==> config.mk <==
export PLATFORM = sky130hd
export DESIGN_NAME = red_pitaya_fads_mc_flat
export DESIGN_NICKNAME = d
export VERILOG_FILES = /design/src/rtl/red_pitaya_fads_mc_if.sv /design/src/rtl/red_pitaya_fads_mc.sv /design/src/flat_wrapper.sv
export SDC_FILE = /design/constraint.sdc
export NUM_CORES = 2
export LEC_CHECK = 0
export CAP_MARGIN = 20
export CORE_MARGIN = 5
export CORE_UTILIZATION = 49
export CTS_CLUSTER_DIAMETER = 40
export DETAILED_ROUTE_END_ITERATION = 6
export PLACE_DENSITY = 0.69
export SLEW_MARGIN = 20
export SYNTH_ARGS = -nofsm -noshare
export SYNTH_HDL_FRONTEND = slang
export SYNTH_SLANG_ARGS = --single-unit
==> constraint.sdc <==
create_clock -name adc_clk_i -period 3.5 [get_ports adc_clk_i]
set_input_delay 0.7 -clock adc_clk_i [delete_from_list [all_inputs] [get_ports adc_clk_i]]
set_output_delay 0.7 -clock adc_clk_i [all_outputs]
set_load 0.02 [all_outputs]
==> src/rtl/red_pitaya_fads_mc_if.sv <==
// System bus bundle between the PS bus bridge and the FADS register file.
interface red_pitaya_fads_mc_if;
    logic [31:0] sys_addr;
    logic [31:0] sys_wdata;
    logic [3:0]  sys_sel;
    logic        sys_wen;
    logic        sys_ren;
    logic [31:0] sys_rdata;
    logic        sys_err;
    logic        sys_ack;

    modport master (output sys_addr, sys_wdata, sys_sel, sys_wen, sys_ren,
                    input  sys_rdata, sys_err, sys_ack);
    modport slave  (input  sys_addr, sys_wdata, sys_sel, sys_wen, sys_ren,
                    output sys_rdata, sys_err, sys_ack);
endinterface

==> src/rtl/red_pitaya_fads_mc.sv <==
// Multi-channel droplet sorter: gates on channel 0, tracks per-channel peaks,
// classifies each droplet and fires a delayed fixed-length sort pulse.
// Optional feature macro FADS_SORT_DELAY_EN adds the DELAY state and the
// sort_delay register; without it EVAL goes straight to SORT.

// Per-channel peak tracker and window check.
module red_pitaya_fads_mc_lane #(
    parameter int DW = 14
) (
    input  logic          adc_clk_i,
    input  logic          adc_rst_i,
    input  logic          start,
    input  logic          track,
    input  logic [DW-1:0] sample,
    input  logic [DW-1:0] win_low,
    input  logic [DW-1:0] win_high,
    output logic [DW-1:0] peak,
    output logic          in_win
);
    // Seed on droplet start, then keep the signed maximum while acquiring
    always_ff @(posedge adc_clk_i) begin
        if (adc_rst_i)                                       peak <= '0;
        else if (start)                                      peak <= sample;
        else if (track && ($signed(sample) > $signed(peak))) peak <= sample;
    end

    assign in_win = ($signed(peak) >= $signed(win_low)) && ($signed(peak) < $signed(win_high));
endmodule

module red_pitaya_fads_mc #(
    parameter int CH = 2,
    parameter int DW = 14,
    parameter int CW = 32
) (
    input  logic                adc_clk_i,
    input  logic                adc_rst_i,
    input  logic [CH*DW-1:0]    adc_dat_i,
    output logic                sort_trig_o,
    output logic                sort_busy_o,
    red_pitaya_fads_mc_if.slave sys
);
    typedef enum logic [2:0] {WAIT = 3'd0, ACQ = 3'd1, EVAL = 3'd2, DELAY = 3'd3, SORT = 3'd4} state_t;
    state_t state_q, state_d;

    logic [CH-1:0][DW-1:0] samp, peak, ch_low, ch_high;
    logic [CH-1:0]         in_win, ch_mask;
    logic                  acq_en, sort_en;
    logic [DW-1:0]         min_thr;
    logic [CW-1:0]         min_width, low_width, high_width, sort_dur;
`ifdef FADS_SORT_DELAY_EN
    logic [CW-1:0]         sort_delay;
`endif
    logic [CW-1:0]         width, cnt;
    logic [CW:0]           cnt_p1;
    logic [CW-1:0]         c_tot, c_pos, c_short, c_long, c_sorted, c_missed;
    logic                  above, above_q, rise, pos, start, track, clr;
    logic                  inc_tot, inc_pos, inc_short, inc_long, inc_sorted;
    logic [19:0]           addr;
    logic [31:0]           rd;
    logic                  unused_bits;

    function automatic logic [CW-1:0] sat_inc(input logic [CW-1:0] v);
        return (&v) ? v : v + CW'(1);
    endfunction

    assign samp        = adc_dat_i;
    assign addr        = sys.sys_addr[19:0];
    assign unused_bits = ^{sys.sys_sel, sys.sys_addr[31:20], sys.sys_wdata};
    assign above       = $signed(samp[0]) >= $signed(min_thr);
    assign rise        = above && !above_q;
    assign pos         = (width >= low_width) && (width < high_width) && (&(in_win | ~ch_mask));
    assign cnt_p1      = {1'b0, cnt} + {{CW{1'b0}}, 1'b1};
    assign sort_busy_o = (state_q == DELAY) || (state_q == SORT);
    assign clr         = sys.sys_wen && (addr == 20'h0) && sys.sys_wdata[2];
    assign sys.sys_err = 1'b0;

    for (genvar c = 0; c < CH; c++) begin : g_lane
        red_pitaya_fads_mc_lane #(.DW(DW)) u_lane (
            .adc_clk_i (adc_clk_i),
            .adc_rst_i (adc_rst_i),
            .start     (start),
            .track     (track),
            .sample    (samp[c]),
            .win_low   (ch_low[c]),
            .win_high  (ch_high[c]),
            .peak      (peak[c]),
            .in_win    (in_win[c])
        );
    end

    // State register and gate history for rising-edge detection
    always_ff @(posedge adc_clk_i) begin
        if (adc_rst_i) begin
            state_q <= WAIT;
            above_q <= 1'b0;
        end else begin
            state_q <= state_d;
            above_q <= above;
        end
    end

    // Next-state logic and per-droplet counter strobes
    always_comb begin
        state_d    = state_q;
        start      = 1'b0;
        track      = 1'b0;
        inc_tot    = 1'b0;
        inc_pos    = 1'b0;
        inc_short  = 1'b0;
        inc_long   = 1'b0;
        inc_sorted = 1'b0;
        case (state_q)
            WAIT: if (acq_en && above) begin
                state_d = ACQ;
                start   = 1'b1;
            end
            ACQ: if (above) track = 1'b1;
                 else       state_d = EVAL;
            EVAL: begin
                state_d = WAIT;
                if (width >= min_width) begin
                    inc_tot   = 1'b1;
                    inc_short = width < low_width;
                    inc_long  = width >= high_width;
                    inc_pos   = pos;
                    if (pos && sort_en && (sort_dur != '0)) begin
                        inc_sorted = 1'b1;
`ifdef FADS_SORT_DELAY_EN
                        state_d    = DELAY;
`else
                        state_d    = SORT;
`endif
                    end
                end
            end
`ifdef FADS_SORT_DELAY_EN
            DELAY: if (cnt >= sort_delay) state_d = SORT;
`else
            DELAY: state_d = WAIT;
`endif
            // A duration shrunk to zero mid-pulse still terminates
            SORT: if (cnt_p1 >= {1'b0, sort_dur}) state_d = WAIT;
            default: state_d = WAIT;
        endcase
    end

    // Droplet width, DELAY/SORT cycle counter and registered sort pulse
    always_ff @(posedge adc_clk_i) begin
        if (adc_rst_i) begin
            width       <= '0;
            cnt         <= '0;
            sort_trig_o <= 1'b0;
        end else begin
            if (start)      width <= CW'(1);
            else if (track) width <= sat_inc(width);
            cnt         <= (state_d != state_q) ? '0 : sat_inc(cnt);
            sort_trig_o <= (state_d == SORT);
        end
    end

    // Statistics counters; clear beats any same-cycle increment
    always_ff @(posedge adc_clk_i) begin
        if (adc_rst_i || clr) begin
            c_tot    <= '0;
            c_pos    <= '0;
            c_short  <= '0;
            c_long   <= '0;
            c_sorted <= '0;
            c_missed <= '0;
        end else begin
            if (inc_tot)               c_tot    <= sat_inc(c_tot);
            if (inc_pos)               c_pos    <= sat_inc(c_pos);
            if (inc_short)             c_short  <= sat_inc(c_short);
            if (inc_long)              c_long   <= sat_inc(c_long);
            if (inc_sorted)            c_sorted <= sat_inc(c_sorted);
            if (rise && sort_busy_o)   c_missed <= sat_inc(c_missed);
        end
    end

    // Configuration registers, full-word writes
    always_ff @(posedge adc_clk_i) begin
        if (adc_rst_i) begin
            acq_en     <= 1'b1;
            sort_en    <= 1'b0;
            ch_mask    <= '1;
            min_thr    <= DW'(15);
            min_width  <= CW'(1);
            low_width  <= '0;
            high_width <= '1;
            sort_dur   <= CW'(125);
`ifdef FADS_SORT_DELAY_EN
            sort_delay <= '0;
`endif
            for (int c = 0; c < CH; c++) begin
                ch_low[c]  <= DW'(16);
                ch_high[c] <= DW'(255);
            end
        end else if (sys.sys_wen) begin
            case (addr)
                20'h00: begin
                    acq_en  <= sys.sys_wdata[0];
                    sort_en <= sys.sys_wdata[1];
                end
                20'h08: ch_mask    <= sys.sys_wdata[CH-1:0];
                20'h0C: min_thr    <= sys.sys_wdata[DW-1:0];
                20'h10: min_width  <= sys.sys_wdata[CW-1:0];
                20'h14: low_width  <= sys.sys_wdata[CW-1:0];
                20'h18: high_width <= sys.sys_wdata[CW-1:0];
`ifdef FADS_SORT_DELAY_EN
                20'h1C: sort_delay <= sys.sys_wdata[CW-1:0];
`endif
                20'h20: sort_dur   <= sys.sys_wdata[CW-1:0];
                default: ;
            endcase
            for (int c = 0; c < CH; c++) begin
                if (addr == 20'(64 + 8*c)) ch_low[c]  <= sys.sys_wdata[DW-1:0];
                if (addr == 20'(68 + 8*c)) ch_high[c] <= sys.sys_wdata[DW-1:0];
            end
        end
    end

    // Read decode: signed fields sign-extended, unmapped addresses read 0
    always_comb begin
        rd = '0;
        case (addr)
            20'h000: rd = {30'd0, sort_en, acq_en};
            20'h004: rd = {27'd0, sort_trig_o, 1'b0, state_q};
            20'h008: rd = 32'(ch_mask);
            20'h00C: rd = 32'($signed(min_thr));
            20'h010: rd = 32'(min_width);
            20'h014: rd = 32'(low_width);
            20'h018: rd = 32'(high_width);
`ifdef FADS_SORT_DELAY_EN
            20'h01C: rd = 32'(sort_delay);
`endif
            20'h020: rd = 32'(sort_dur);
            20'h100: rd = 32'(c_tot);
            20'h104: rd = 32'(c_pos);
            20'h108: rd = 32'(c_short);
            20'h10C: rd = 32'(c_long);
            20'h110: rd = 32'(c_sorted);
            20'h114: rd = 32'(c_missed);
            default: ;
        endcase
        for (int c = 0; c < CH; c++) begin
            if (addr == 20'(64 + 8*c))  rd = 32'($signed(ch_low[c]));
            if (addr == 20'(68 + 8*c))  rd = 32'($signed(ch_high[c]));
            if (addr == 20'(512 + 4*c)) rd = 32'($signed(peak[c]));
        end
    end

    // One-cycle acknowledge with read data aligned to it
    always_ff @(posedge adc_clk_i) begin
        if (adc_rst_i) begin
            sys.sys_ack   <= 1'b0;
            sys.sys_rdata <= '0;
        end else begin
            sys.sys_ack   <= sys.sys_wen | sys.sys_ren;
            sys.sys_rdata <= sys.sys_ren ? rd : '0;
        end
    end
endmodule

==> src/flat_wrapper.sv <==
// flat-port wrapper written by rule: the top's interface ports become plain ports
module red_pitaya_fads_mc_flat 
#(
    parameter int CH = 2,
    parameter int DW = 14,
    parameter int CW = 32
)
  (adc_clk_i, adc_rst_i, adc_dat_i, sort_trig_o, sort_busy_o, sys_sys_addr, sys_sys_wdata, sys_sys_sel, sys_sys_wen, sys_sys_ren, sys_sys_rdata, sys_sys_err, sys_sys_ack);
  red_pitaya_fads_mc_if sys_i ();
  input  logic adc_clk_i;
  input  logic adc_rst_i;
  input  logic [CH*DW-1:0] adc_dat_i;
  output logic sort_trig_o;
  output logic sort_busy_o;
  input wire logic [$bits(sys_i.sys_addr)-1:0] sys_sys_addr;
  input wire logic [$bits(sys_i.sys_wdata)-1:0] sys_sys_wdata;
  input wire logic [$bits(sys_i.sys_sel)-1:0] sys_sys_sel;
  input wire logic [$bits(sys_i.sys_wen)-1:0] sys_sys_wen;
  input wire logic [$bits(sys_i.sys_ren)-1:0] sys_sys_ren;
  output wire logic [$bits(sys_i.sys_rdata)-1:0] sys_sys_rdata;
  output wire logic [$bits(sys_i.sys_err)-1:0] sys_sys_err;
  output wire logic [$bits(sys_i.sys_ack)-1:0] sys_sys_ack;
  assign sys_i.sys_addr = sys_sys_addr;
  assign sys_i.sys_wdata = sys_sys_wdata;
  assign sys_i.sys_sel = sys_sys_sel;
  assign sys_i.sys_wen = sys_sys_wen;
  assign sys_i.sys_ren = sys_sys_ren;
  assign sys_sys_rdata = sys_i.sys_rdata;
  assign sys_sys_err = sys_i.sys_err;
  assign sys_sys_ack = sys_i.sys_ack;
  red_pitaya_fads_mc #(.CH(CH), .DW(DW), .CW(CW)) u_core (.adc_clk_i(adc_clk_i), .adc_rst_i(adc_rst_i), .adc_dat_i(adc_dat_i), .sort_trig_o(sort_trig_o), .sort_busy_o(sort_busy_o), .sys(sys_i));
endmodule
==> out/metrics.yaml <==
outcome: "complete, but fails checks"
violations: "DRC, setup timing"
hp-class: "input port to flop"
die_y_um: 254
synth_edf_count: 0
cts_buffers: 93
worstPathArrival_ps: 4160
worst_hold_slack_ps: 381
netlist-cell-type-count: 74
syn_nets: 4000
layout.cells.non_filler: 4893
clockRootBuffer: "clkbuf_16"
fin_skew_ps: 37.7
pin_count: 136
cts_hold_buf: 0
syn_to_final_growth_pct: 29.1
clk_latency_ps: 650
ys_seq_area_frac: 0.358
antenna_left: 0
route.detailed.drc: 3
synthCells: 3668
yosys-top-cells-count: "dfxtp_1 (524), nand2_1 (503), nor2_1 (328)"
ys_async_sr_fraction: 0
clock_path_buffers: 3
synth_top_family_by_area: "simple AND/OR/NAND/NOR gates"
grtUsageTotal: 0.329
clkSlewWorstSetupHoldPaths_ps: 60
start_util: 0.495
cp-start-kind: "flop"
endpoint_kind: "flop"
required_ps: 4080
yosys.area_share.simple: 0.238
drive_above_1_share: 0.160
fmax_mhz: 280
place_congestion: 1.04
wire_per_inst_um: 22.8
slew_viol_final: 0
vdd_drop_max_v: 0.000380
ys_warn_count: 0
viasPerCell: 6.09
synth_adder_area_share: 0.0992
core-area_mm2: 0.0591
synth_compound_area_frac: 0.171
finalCritPeriodShare: 1.02
worst_slack_ps: -70.9
pre_cts_slack_ps: -299
grt_start_max_net_pins: 152
worst_pin_slew_ps: 1040
regArea_mm2: 0.0105
port_buffers: 118
power_mw: 16.9
synth_area_mm2: 0.0293
clkSinkCount: 524
grt_setup_unrepaired: "yes"
antenna_found_initial: 1
power_density_mw_per_mm2: 448
total_leakage_power_nw: 15.1
fin_crit_ps: 3570
fin_util: 0.639
vias: 29800
drt_iter0_drc: 3391
synth_ff_type: "dfxtp_1"
slew_headroom: 0.305
fill_cells: 4995
overflow: 0
grt_pass1_vias: 27500
ys_ff_latch: 524
die_area_mm2: 0.0647
dp.cells: 4694
num_rows: 89
yosysMostFrequentCell: "dfxtp_1"
multi_input_area_mm2: 0.0176
final-hold-violation-count: 0
dr.pass1.iters: 7
h-tree-depth: 3
drt_wl_total_um: 112000
r2r-start: "u_core.cnt[9]"
maxCapViolations: 0
synth_area_leaders: "dfxtp_1 (36%), ha_1 (9.9%), nand2_1 (6.5%)"
path_max_fanout: 16
die_w_um: 254
grt_pass1_wl_um: 165000
synth-xor-area-share: 0.0479
synth_top_cell_area_share: 0.358
yosys.area.top_type: "dfxtp_1"
final-setup-viol-count: 32
crit_type: "flop to flop"
synthMuxAreaShare: 0.0233
min_from: "adc_rst_i"
cts_tree: "done"
place_hpwl_um: 82600
startpoint: "u_core.cnt[9]"
syn_avg_cell_area_um2: 7.98
nets: 4375
-- final timing paths --
kind | cells past startpoint | slack [ps] | to
worst max register to register | 18 | -70 | u_core.cnt[28]
worst min register to register | 2 | 470 | u_core.ch_low[25]
worst max-delay path | 18 | -70 | u_core.cnt[28]
worst min-delay path | 2 | 380 | u_core.g_lane[0].u_lane.peak[7]
-- report_power, final --
group,internal [mW],leakage (nW),switching [mW],total [mW]
Clock,6.05,1.60,3.54,9.59
Sequential,6.01,4.24,0.0435,6.06
Combinational,0.530,9.23,0.734,1.26
Total,12.6,15.1,4.32,16.9
-- repair_timing --
action | in CTS | in global routing
setup buffers | 8 | 18
endpoints found under the setup margin | 62 | 84
pin swaps | 19 | 57
resized for setup | 25 | 102
gates cloned | 2 | 1
-- critical path, stage by stage, from the launching register on --
cell and delay (ps):
dfxtp_2 330, and3_4 180, nand4_1 150, buf_4 200
nor3_4 210, nand4_1 170, xnor2_2 210, ha_1 260
a21o_1 150, a21o_1 160, a21o_1 170, a21o_1 160
a211o_1 250, a21o_1 200, o22ai_2 170, nand3_4 130
buf_12 150, buf_16 150, nor2_1 110
-- layer usage --
layer,GRT usage,routed length (µm),part of all wire,vias to the layer above
met5,0,0,0,-
met4,0.249,10800,0.097,0
met3,0.0513,8550,0.076,403
met2,0.517,49100,0.44,1391
met1,0.408,43300,0.39,14100
li1,-,-,-,13900
-- per-stage QoR --
step	instance area, µm²	setup TNS [ps]
after floorplan	29300	0
after detailed placement	33600	-15180
after global routing	37800	-8390
final	37800	-1530
after global placement	33600	-9650
after CTS	37200	0
-- cells by family after synthesis --
logic type | after synthesis
flops | 524
fa+ha+maj | 232
buf+inv | 477
compound gates | 750
xor+xnor | 160
simple gates | 1456
mux | 68
other cells | 1
-- layout make-up --
cell class | count | share of cell area
timing repair buffer | 479 | 0.116
inverter | 278 | 0.0276
multi-input combinational | 2667 | 0.465
clock inverter | 67 | 0.0227
clock buffer | 104 | 0.0646
sequential | 524 | 0.278
tap | 773 | 0.0256
antenna | 1 | 0.0000662
-- placed cells by master (no fill, tap or decap), types with 46 or more instances in the layout --
| cell | instances |
|---|---|
| a221oi_1 | 46 |
| and3_1 | 57 |
| clkbuf_16 | 96 |
| nand2_1 | 502 |
| o211ai_1 | 71 |
| nor3_1 | 48 |
| xor2_1 | 81 |
| a222oi_1 | 58 |
| ha_1 | 223 |
| a22oi_1 | 50 |
| inv_1 | 274 |
| mux2i_1 | 66 |
| nand3_1 | 129 |
| nor2_1 | 302 |
| or3_1 | 56 |
| o21ai_0 | 60 |
| a21oi_1 | 278 |
| dfxtp_1 | 508 |
| buf_4 | 321 |
| xnor2_1 | 74 |
| clkdlybuf4s50_1 | 117 |
| nand4_1 | 129 |
Note: power is estimated with default switching activity, not from simulation.
